File: src/rtl/div_unit.sv
// Multi-cycle radix-2 restoring divider for DIV/DIVU in the execute stage.
// Returns {remainder, quotient} and holds it with ready_o while start_i stays high.
module div_unit #(
  parameter int unsigned DATA_W = 32
) (
  input  logic                  clk,
  input  logic                  rst,
  input  logic                  signed_div_i,
  input  logic [DATA_W-1:0]     opdata1_i,
  input  logic [DATA_W-1:0]     opdata2_i,
  input  logic                  start_i,
  input  logic                  annul_i,
  output logic [2*DATA_W-1:0]   result_o,
  output logic                  ready_o
);

  localparam int unsigned CNT_W = $clog2(DATA_W + 1);

  typedef enum logic [1:0] {
    S_FREE    = 2'd0,
    S_BY_ZERO = 2'd1,
    S_ON      = 2'd2,
    S_END     = 2'd3
  } state_t;

  state_t              state, state_nx;
  logic [CNT_W-1:0]    cnt, cnt_nx;
  logic [DATA_W-1:0]   rem, rem_nx;
  logic [DATA_W-1:0]   quot, quot_nx;
  logic [DATA_W-1:0]   dvs, dvs_nx;
  logic                sq, sq_nx;
  logic                sr, sr_nx;
  logic [2*DATA_W-1:0] result_nx;
  logic                ready_nx;

  logic                neg1, neg2, last_iter;
  logic [DATA_W-1:0]   mag1, mag2;
  logic [DATA_W:0]     rem_sh, trial;
  logic [DATA_W-1:0]   iter_rem, iter_quot;

  // Operand magnitudes; DIVU leaves both operands untouched
  assign neg1 = signed_div_i & opdata1_i[DATA_W-1];
  assign neg2 = signed_div_i & opdata2_i[DATA_W-1];
  assign mag1 = neg1 ? -opdata1_i : opdata1_i;
  assign mag2 = neg2 ? -opdata2_i : opdata2_i;

  // One restoring step: shift in the next dividend bit, keep the trial if it did not borrow
  assign rem_sh    = {rem, quot[DATA_W-1]};
  assign trial     = rem_sh - {1'b0, dvs};
  assign iter_rem  = trial[DATA_W] ? rem_sh[DATA_W-1:0] : trial[DATA_W-1:0];
  assign iter_quot = {quot[DATA_W-2:0], ~trial[DATA_W]};
  assign last_iter = (cnt == CNT_W'(DATA_W - 1));

  // State register
  always_ff @(posedge clk or negedge rst) begin
    if (!rst) state <= S_FREE;
    else      state <= state_nx;
  end

  // Next-state logic; annul overrides every state
  always_comb begin
    state_nx = state;
    if (annul_i) begin
      state_nx = S_FREE;
    end else begin
      case (state)
        S_FREE:    if (start_i) state_nx = (opdata2_i == '0) ? S_BY_ZERO : S_ON;
        S_BY_ZERO: state_nx = S_END;
        S_ON:      if (last_iter) state_nx = S_END;
        S_END:     if (!start_i) state_nx = S_FREE;
        default:   state_nx = S_FREE;
      endcase
    end
  end

  // Datapath and output next values
  always_comb begin
    cnt_nx    = cnt;
    rem_nx    = rem;
    quot_nx   = quot;
    dvs_nx    = dvs;
    sq_nx     = sq;
    sr_nx     = sr;
    result_nx = result_o;
    ready_nx  = ready_o;
    if (annul_i) begin
      cnt_nx    = '0;
      result_nx = '0;
      ready_nx  = 1'b0;
    end else begin
      case (state)
        S_FREE: begin
          result_nx = '0;
          ready_nx  = 1'b0;
          if (start_i) begin
            cnt_nx  = '0;
            rem_nx  = '0;
            quot_nx = mag1;
            dvs_nx  = mag2;
            sq_nx   = neg1 ^ neg2;
            sr_nx   = neg1;
          end
        end
        S_BY_ZERO: begin
          rem_nx  = '0;
          quot_nx = '0;
        end
        S_ON: begin
          cnt_nx = cnt + CNT_W'(1);
          if (last_iter) begin
            quot_nx = sq ? -iter_quot : iter_quot;
            rem_nx  = sr ? -iter_rem : iter_rem;
          end else begin
            quot_nx = iter_quot;
            rem_nx  = iter_rem;
          end
        end
        S_END: begin
          if (start_i) begin
            result_nx = {rem, quot};
            ready_nx  = 1'b1;
          end else begin
            cnt_nx    = '0;
            result_nx = '0;
            ready_nx  = 1'b0;
          end
        end
        default: begin
          result_nx = '0;
          ready_nx  = 1'b0;
        end
      endcase
    end
  end

  // Datapath and output registers
  always_ff @(posedge clk or negedge rst) begin
    if (!rst) begin
      cnt      <= '0;
      rem      <= '0;
      quot     <= '0;
      dvs      <= '0;
      sq       <= 1'b0;
      sr       <= 1'b0;
      result_o <= '0;
      ready_o  <= 1'b0;
    end else begin
      cnt      <= cnt_nx;
      rem      <= rem_nx;
      quot     <= quot_nx;
      dvs      <= dvs_nx;
      sq       <= sq_nx;
      sr       <= sr_nx;
      result_o <= result_nx;
      ready_o  <= ready_nx;
    end
  end

endmodule

File: config.mk
export PLATFORM = sky130hd
export DESIGN_NAME = div_unit
export DESIGN_NICKNAME = d
export VERILOG_FILES = /design/src/rtl/div_unit.sv
export SDC_FILE = /design/constraint.sdc
export NUM_CORES = 1
export LEC_CHECK = 0
export CAP_MARGIN = 10
export CORE_MARGIN = 8
export CORE_UTILIZATION = 55
export DETAILED_ROUTE_END_ITERATION = 12
export PLACE_DENSITY_LB_ADDON = 0.25
export SYNTH_ARGS = -nofsm -noshare
export SYNTH_HDL_FRONTEND = slang
export SYNTH_SLANG_ARGS = --single-unit
File: constraint.sdc
create_clock -name clk -period 13.4 [get_ports clk]
set_input_delay 2.01 -clock clk [delete_from_list [all_inputs] [get_ports clk]]
set_output_delay 2.01 -clock clk [all_outputs]
set_load 0.05 [all_outputs]
**Word-level counts from Yosys, hierarchy flattened**

Index checks and enable logic that the tools add are counted.

- Add/subtract/negate cells: 6
- Equality and inequality tests: 8
- Mux-type cells: 27
- Bitwise operators: 5
- Reductions and logical operators: 9

Operators with widths:

| operator | number |
|---|---|
| $mux 32 | 9 |
| $pmux 32 s3 | 2 |
| $mux 64 | 2 |
| $neg 32->32 | 4 |
| $pmux 64 s2 | 1 |
| $sub 33x32->33 | 1 |
| $logic_not 32->1 | 1 |
| $mux 6 | 3 |
| $pmux 6 s3 | 1 |
| $reduce_and 3->1 | 4 |
| $mux 2 | 5 |
| $ne 3x3->1 const B | 3 |
| $pmux 2 s4 | 1 |
| $add 6x1->6 const B | 1 |
| $eq 6x5->1 const B | 1 |
| $reduce_bool 3->1 | 2 |
| $eq 2x2->1 const B | 2 |
| $reduce_bool 4->1 | 1 |
| $and 1x1->1 | 2 |
| $eq 2x1->1 const B | 1 |
| $logic_not 2->1 | 1 |
| $mux 1 | 2 |
| $ne 2x2->1 const B | 1 |
| $not 1->1 | 2 |
| other kinds (2) | 2 |

- Register bits: 171
- Input bits: 69
- Logic and storage cells: 64

**Depth between registers and ports, before layout**

- Depth after elaboration: 6
- Mapped depth: 23
- Gate-level depth less buffers: 20

**Worst setup path after synthesis**

No wires, ideal clock.

- Path kind: reg2reg
- Start point: register rem[18]
- End point: register rem[28]
- Arrival time: 4,930 ps
- Path slack: 8,338 ps
- Stages on the path, launching flop included: 23
- Period minus slack after synthesis: 5,062 ps
- Cells stage by stage: dfrtp_1 ha_1 buf_2 a21oi_2 o21ai_1 a22oi_1 or4b_4 a211oi_2 nor2_4 inv_2 buf_2 buf_2 buf_2 nor2_1 a21oi_1 ha_1 nand3_1 nand3b_1 or4_4 a2111oi_4 a31oi_1 xnor2_1 o21ai_1

- Word-level cells in the longest chain between the ends: 6

RTL lines:

| what | line | source |
|---|---|---|
| start, declared | 28 | `logic [DATA_W-1:0] rem, rem_nx;` |
| start signal, assigned | 149 | `rem <= rem_nx;` |
| $sub 33x32->33 | 49 | `assign trial = rem_sh - {1'b0, dvs};` |
| $mux 32 * | 50 | `assign iter_rem = trial[DATA_W] ? rem_sh[DATA_W-1:0] : trial[DATA_W-1:0];` |
| $neg 32->32 | 112 | `rem_nx = sr ? -iter_rem : iter_rem;` |
| $mux 32 | 112 |  |
| $mux 32 * | 110 | `if (last_iter) begin` |
| $pmux 32 s3 * | 91 | `case (state)` |

Mark *: on every way between the ends. The rest lies on a longest branch, timed or not.
A chain may end at the register's enable or synchronous reset.

**Worst setup path after layout**

- Start point: register rem[8]
- End point: register rem[30]

Same word-level chain as after synthesis.

==> run_results.csv <==
group,metric,value,unit
outcome,run_status,"completed",
logic_synthesis,share_of_cell_area_taken_by_muxes_after_synthesis,0.0153,
floorplan,core.rowCount,54,
critical_path,critical_path.slowest_cell,"a211oi_2",
critical_path,path_class,"reg2reg",
route,drt_first_pass_iters,7,
route,ant_nets,0,
min_path,worst_hold_path_type,"reg2reg",
floorplan,effective_utilization_at_floorplan,0.557,
floorplan,design.die.area,26900,um^2
logic_synthesis,yosysWarningCount,0,
critical_path,number_of_buffers_and_inverters_on_the_critical_path,1,
floorplan,core_area,21600,um^2
place,place_inst,1742,
floorplan,io_pins,134,
grt,grt_pass1_vias,10800,
logic_synthesis,post_synth_and_or_nand_nor_area_fraction,0.157,
cells_and_area,areaGrowthSynthToFinish,16.9,%
cts,post_cts_resize_count,0,
cells_and_area,post_layout_nonfiller_instances,1774,
grt,grt_max_degree,101,
cts,tritoncts.num_buffers,17,
place,place.detailed.hpwl,27000,um
sta,report.final.slew_viol_count,0,
critical_path,startpoint_type,"register",
route,drt_iter0_drc,1105,
power,switching_share_of_power,0.444,
critical_path,path_delay_family,"compound AO/OA/AOI/OAI gates",
logic_synthesis,synth_xor_xnor_area_share,0.102,
cells_and_area,nets,1592,
sta,skew,0.0159,ns
route,dr_wl_met3,2730,um
power,switchingPower,1020,uW
logic_synthesis,synth_ff_type,"dfrtp_1",
power,int_power,1270,uW
power,clockPowerShare,0.223,
sta,final_tns_setup,0,ns
logic_synthesis,synth-edff-count,0,
sta,rsz0062_at_grt,"no",
place,routabilityCongestion,0.960,
critical_path,critical_path_required,13.68,ns
route,dr_wl_met2,16700,um
logic_synthesis,post_synth.cell_area_avg,8.62,um^2
cts,worst_skew_pair.late_latency,0.44,ns
cts,cts.sinks,171,
logic_synthesis,main_combinational_cell_family_by_area_after_synthesis,"compound AO/OA/AOI/OAI gates",
run,drv.max_cap_violation_count,0,
power,comb_power_share,0.452,
power,power.total,2290,uW
place,placement.setup.worst_slack,7.54,ns
power,power_density,163,nW/um^2
route,vias_per_cell,6.40,
sta,min_period,6.10,ns
cells_and_area,diodes,0,
critical_path,setup.worst_path.end_class,"register",
sta,max_slew_margin,0.229,
logic_synthesis,yosysSeqAreaShare,0.356,
cts,post_cts.repair.setup_buffers,0,
route,drc_errors,0,
logic_synthesis,synthesized_area,12000,um^2
critical_path,worst_path_largest_cell_delay,0.75,ns
logic_synthesis,synth_cell_types,76,
cts,cts_tree,"done",
power,power.static_leakage,0.00575,uW
logic_synthesis,synth-async-reset-ratio,1.00,
cts,root_buffer,"clkbuf_16",
floorplan,die_outline_width,164,um
sta,fmax,164,MHz
sta,postLayoutSetupSlackWorst,7.30,ns
grt,grt_antenna_before_repair,0,
grt,grt_remaining_overflow,0,
route,routed_len_inst,20.6,um
sta,hold_violations,0,
cts,cts.clk_slew.worst_paths,0.07,ns
power,seqPwrFrac,0.325,
route,wirelength_met1,16200,um
logic_synthesis,postSynthNetCount,1508,
logic_synthesis,synth_cells,1397,
sta,number_of_endpoints_failing_setup_at_the_final_stage,0,
route,top_layer_in_use,"met4",
logic_synthesis,synth-compound-area-share,0.281,
place,numPortBuffers,133,
logic_synthesis,postSynthRegisterBits,171,
grt,grt_first_pass_wirelength,58400,um
floorplan,die_h,164,um
route,route.vias.total,11400,
power,max-vdd-ir-drop,0.0823,mV
sta,worst_slew_pin_slew,1.15,ns
cts,htree_num_levels,4,
critical_path,crit_path_max_fanout,44,
critical_path,worst_ep_arrival_time,6.38,ns
logic_synthesis,arithmetic_cell_share_of_the_synthesized_area_counting_full_adders_half_adders_and_majority_gates,0.0443,
cts,cts-hold-fix-buffers,0,
grt,global_route.usage.total,0.273,
critical_path,path_cells,"ha_1, a21oi_1, o21ai_1, a22oi_1, o31ai_4, a211oi_2, nor2_4, inv_2, nor2_1, a21oi_1, ha_1, nand3_1, nand3b_1, or4_4, a2111oi_4, a31oi_1, xnor2_1, o21ai_1",
cells_and_area,final_layout_size_suffix_gt1_frac,0.0469,
route,postRouteWirelength,36600,um
sta,final_min_period_over_clock_period,0.455,
cts,cts-root-to-sink-buffers,2,
==> synth_stat cells, types with 5 or more instances <==
master / number / area, um^2
a211oi_1: 7 / 52.6
a21o_1: 7 / 52.6
a21oi_1: 90 / 450
a21oi_2: 5 / 43.8
a22o_1: 65 / 569
a22oi_1: 6 / 45.0
a31oi_1: 17 / 106
and2_1: 10 / 62.6
buf_1: 5 / 18.8
buf_2: 9 / 45.0
clkbuf_1: 60 / 225
dfrtp_1: 171 / 4280
ha_1: 41 / 513
inv_1: 61 / 229
mux2i_1: 15 / 150
nand2_1: 142 / 533
nand2b_1: 8 / 50.1
nand3_1: 23 / 115
nand4_1: 12 / 75.1
nor2_1: 91 / 342
nor2b_1: 12 / 75.1
nor3_1: 31 / 155
nor4_1: 21 / 131
o211ai_1: 13 / 97.6
o21a_1: 35 / 263
o21ai_0: 104 / 521
o21ai_1: 20 / 100
o221ai_1: 23 / 201
o31a_1: 8 / 70.1
o31ai_1: 30 / 225
o41ai_1: 10 / 87.6
or3_1: 17 / 106
or4_1: 9 / 67.6
xnor2_1: 69 / 604
xor2_1: 71 / 622
==> worst reg2reg max path, cell delays in order, from the launching register on <==
cell       delay, ns
dfrtp_1         0.45
ha_1            0.46
a21oi_1         0.33
o21ai_1         0.19
a22oi_1         0.36
o31ai_4         0.18
a211oi_2        0.75
nor2_4          0.04
inv_2           0.59
nor2_1          0.11
a21oi_1         0.20
ha_1            0.30
nand3_1         0.15
nand3b_1        0.21
or4_4           0.55
a2111oi_4       0.60
a31oi_1         0.18
xnor2_1         0.20
o21ai_1         0.09
==> kinds of logic after synthesis <==
logic type	Yosys count
AOI/OAI and AO/OA	489
xor gates and xnor gates	140
buffers and inverters	139
and+or+nand+nor	398
DFF	171
muxes	18
adders and majority gates	42
==> sequential cells by signal (all words and copies together), names as in the netlist <==
signal    flops
sq            1
sr            1
state         2
quot         32
result_o     64
dvs          32
cnt           6
ready_o       1
rem          32
==> per-layer routing <==
layer,vias to the layer above,track usage
met2,508,0.424
met4,0,0.0975
met3,68,0.0474
li1,5307,-
met1,5469,0.377
met5,-,0
==> power by group through the flow <==
stage          Combinational, uW  Clock (uW)  Sequential, uW
5_1_grt                     1140         539             762
4_1_cts                     1020         516             742
6_report                    1040         510             745
3_5_place_dp                1010           0             751
3_3_place_gp                1000           0             746
2_1_floorplan                753           0             718
==> layout make-up <==
type                            instances  area [um^2]
Timing Repair Buffer                  142         1400
Clock buffer                           19          433
Multi-Input combinational cell       1087         7220
Sequential cell                       171         4280
Tap cell                              280          350
Clock inverter                         13          155
Inverter                               62          233
Fill cell                            1803         7550
==> through the flow <==
| step | utilization | area, um^2 | hold slack [ns] |
|---|---|---|---|
| 2_1_floorplan | - | 12000 | 0.446 |
| 3_3_place_gp | 0.624 | 13500 | 0.464 |
| 3_5_place_dp | 0.624 | 13500 | 0.470 |
| 4_1_cts | 0.651 | 14100 | 0.484 |
| 5_1_grt | 0.651 | 14100 | 0.513 |
| 6_report | 0.651 | 14100 | 0.479 |
==> worst paths after layout <==
| path | startpoint | cells after the start | endpoint | slack [ns] |
|---|---|---|---|---|
| max in group asynchronous | rst | 2 | rem[30] | 10.29 |
| worst max-delay path | rem[8] | 18 | rem[30] | 7.30 |
| worst min register to register | dvs[4] | 2 | dvs[4] | 0.48 |
| worst max register to register | rem[8] | 18 | rem[30] | 7.30 |
| worst min-delay path | dvs[4] | 2 | dvs[4] | 0.48 |
| min in group asynchronous | rst | 1 | cnt[2] | 1.65 |
==> layout by cell type, fill, tap and decap left out, types with 13 or more instances in the layout <==
cell / n
dfrtp_1: 171
nand2_1: 142
clkdlybuf4s50_1: 132
o21ai_0: 104
nor2_1: 91
a21oi_1: 90
xor2_1: 71
xnor2_1: 69
a22o_1: 65
inv_1: 61
ha_1: 41
o21a_1: 35
o31ai_1: 30
nor3_1: 29
nand3_1: 23
o221ai_1: 23
nor4_1: 21
o21ai_1: 20
or3_1: 17
a31oi_1: 17
clkbuf_16: 17
mux2i_1: 15
o211ai_1: 13
No activity file was read; power rests on OpenSTA's default activity.
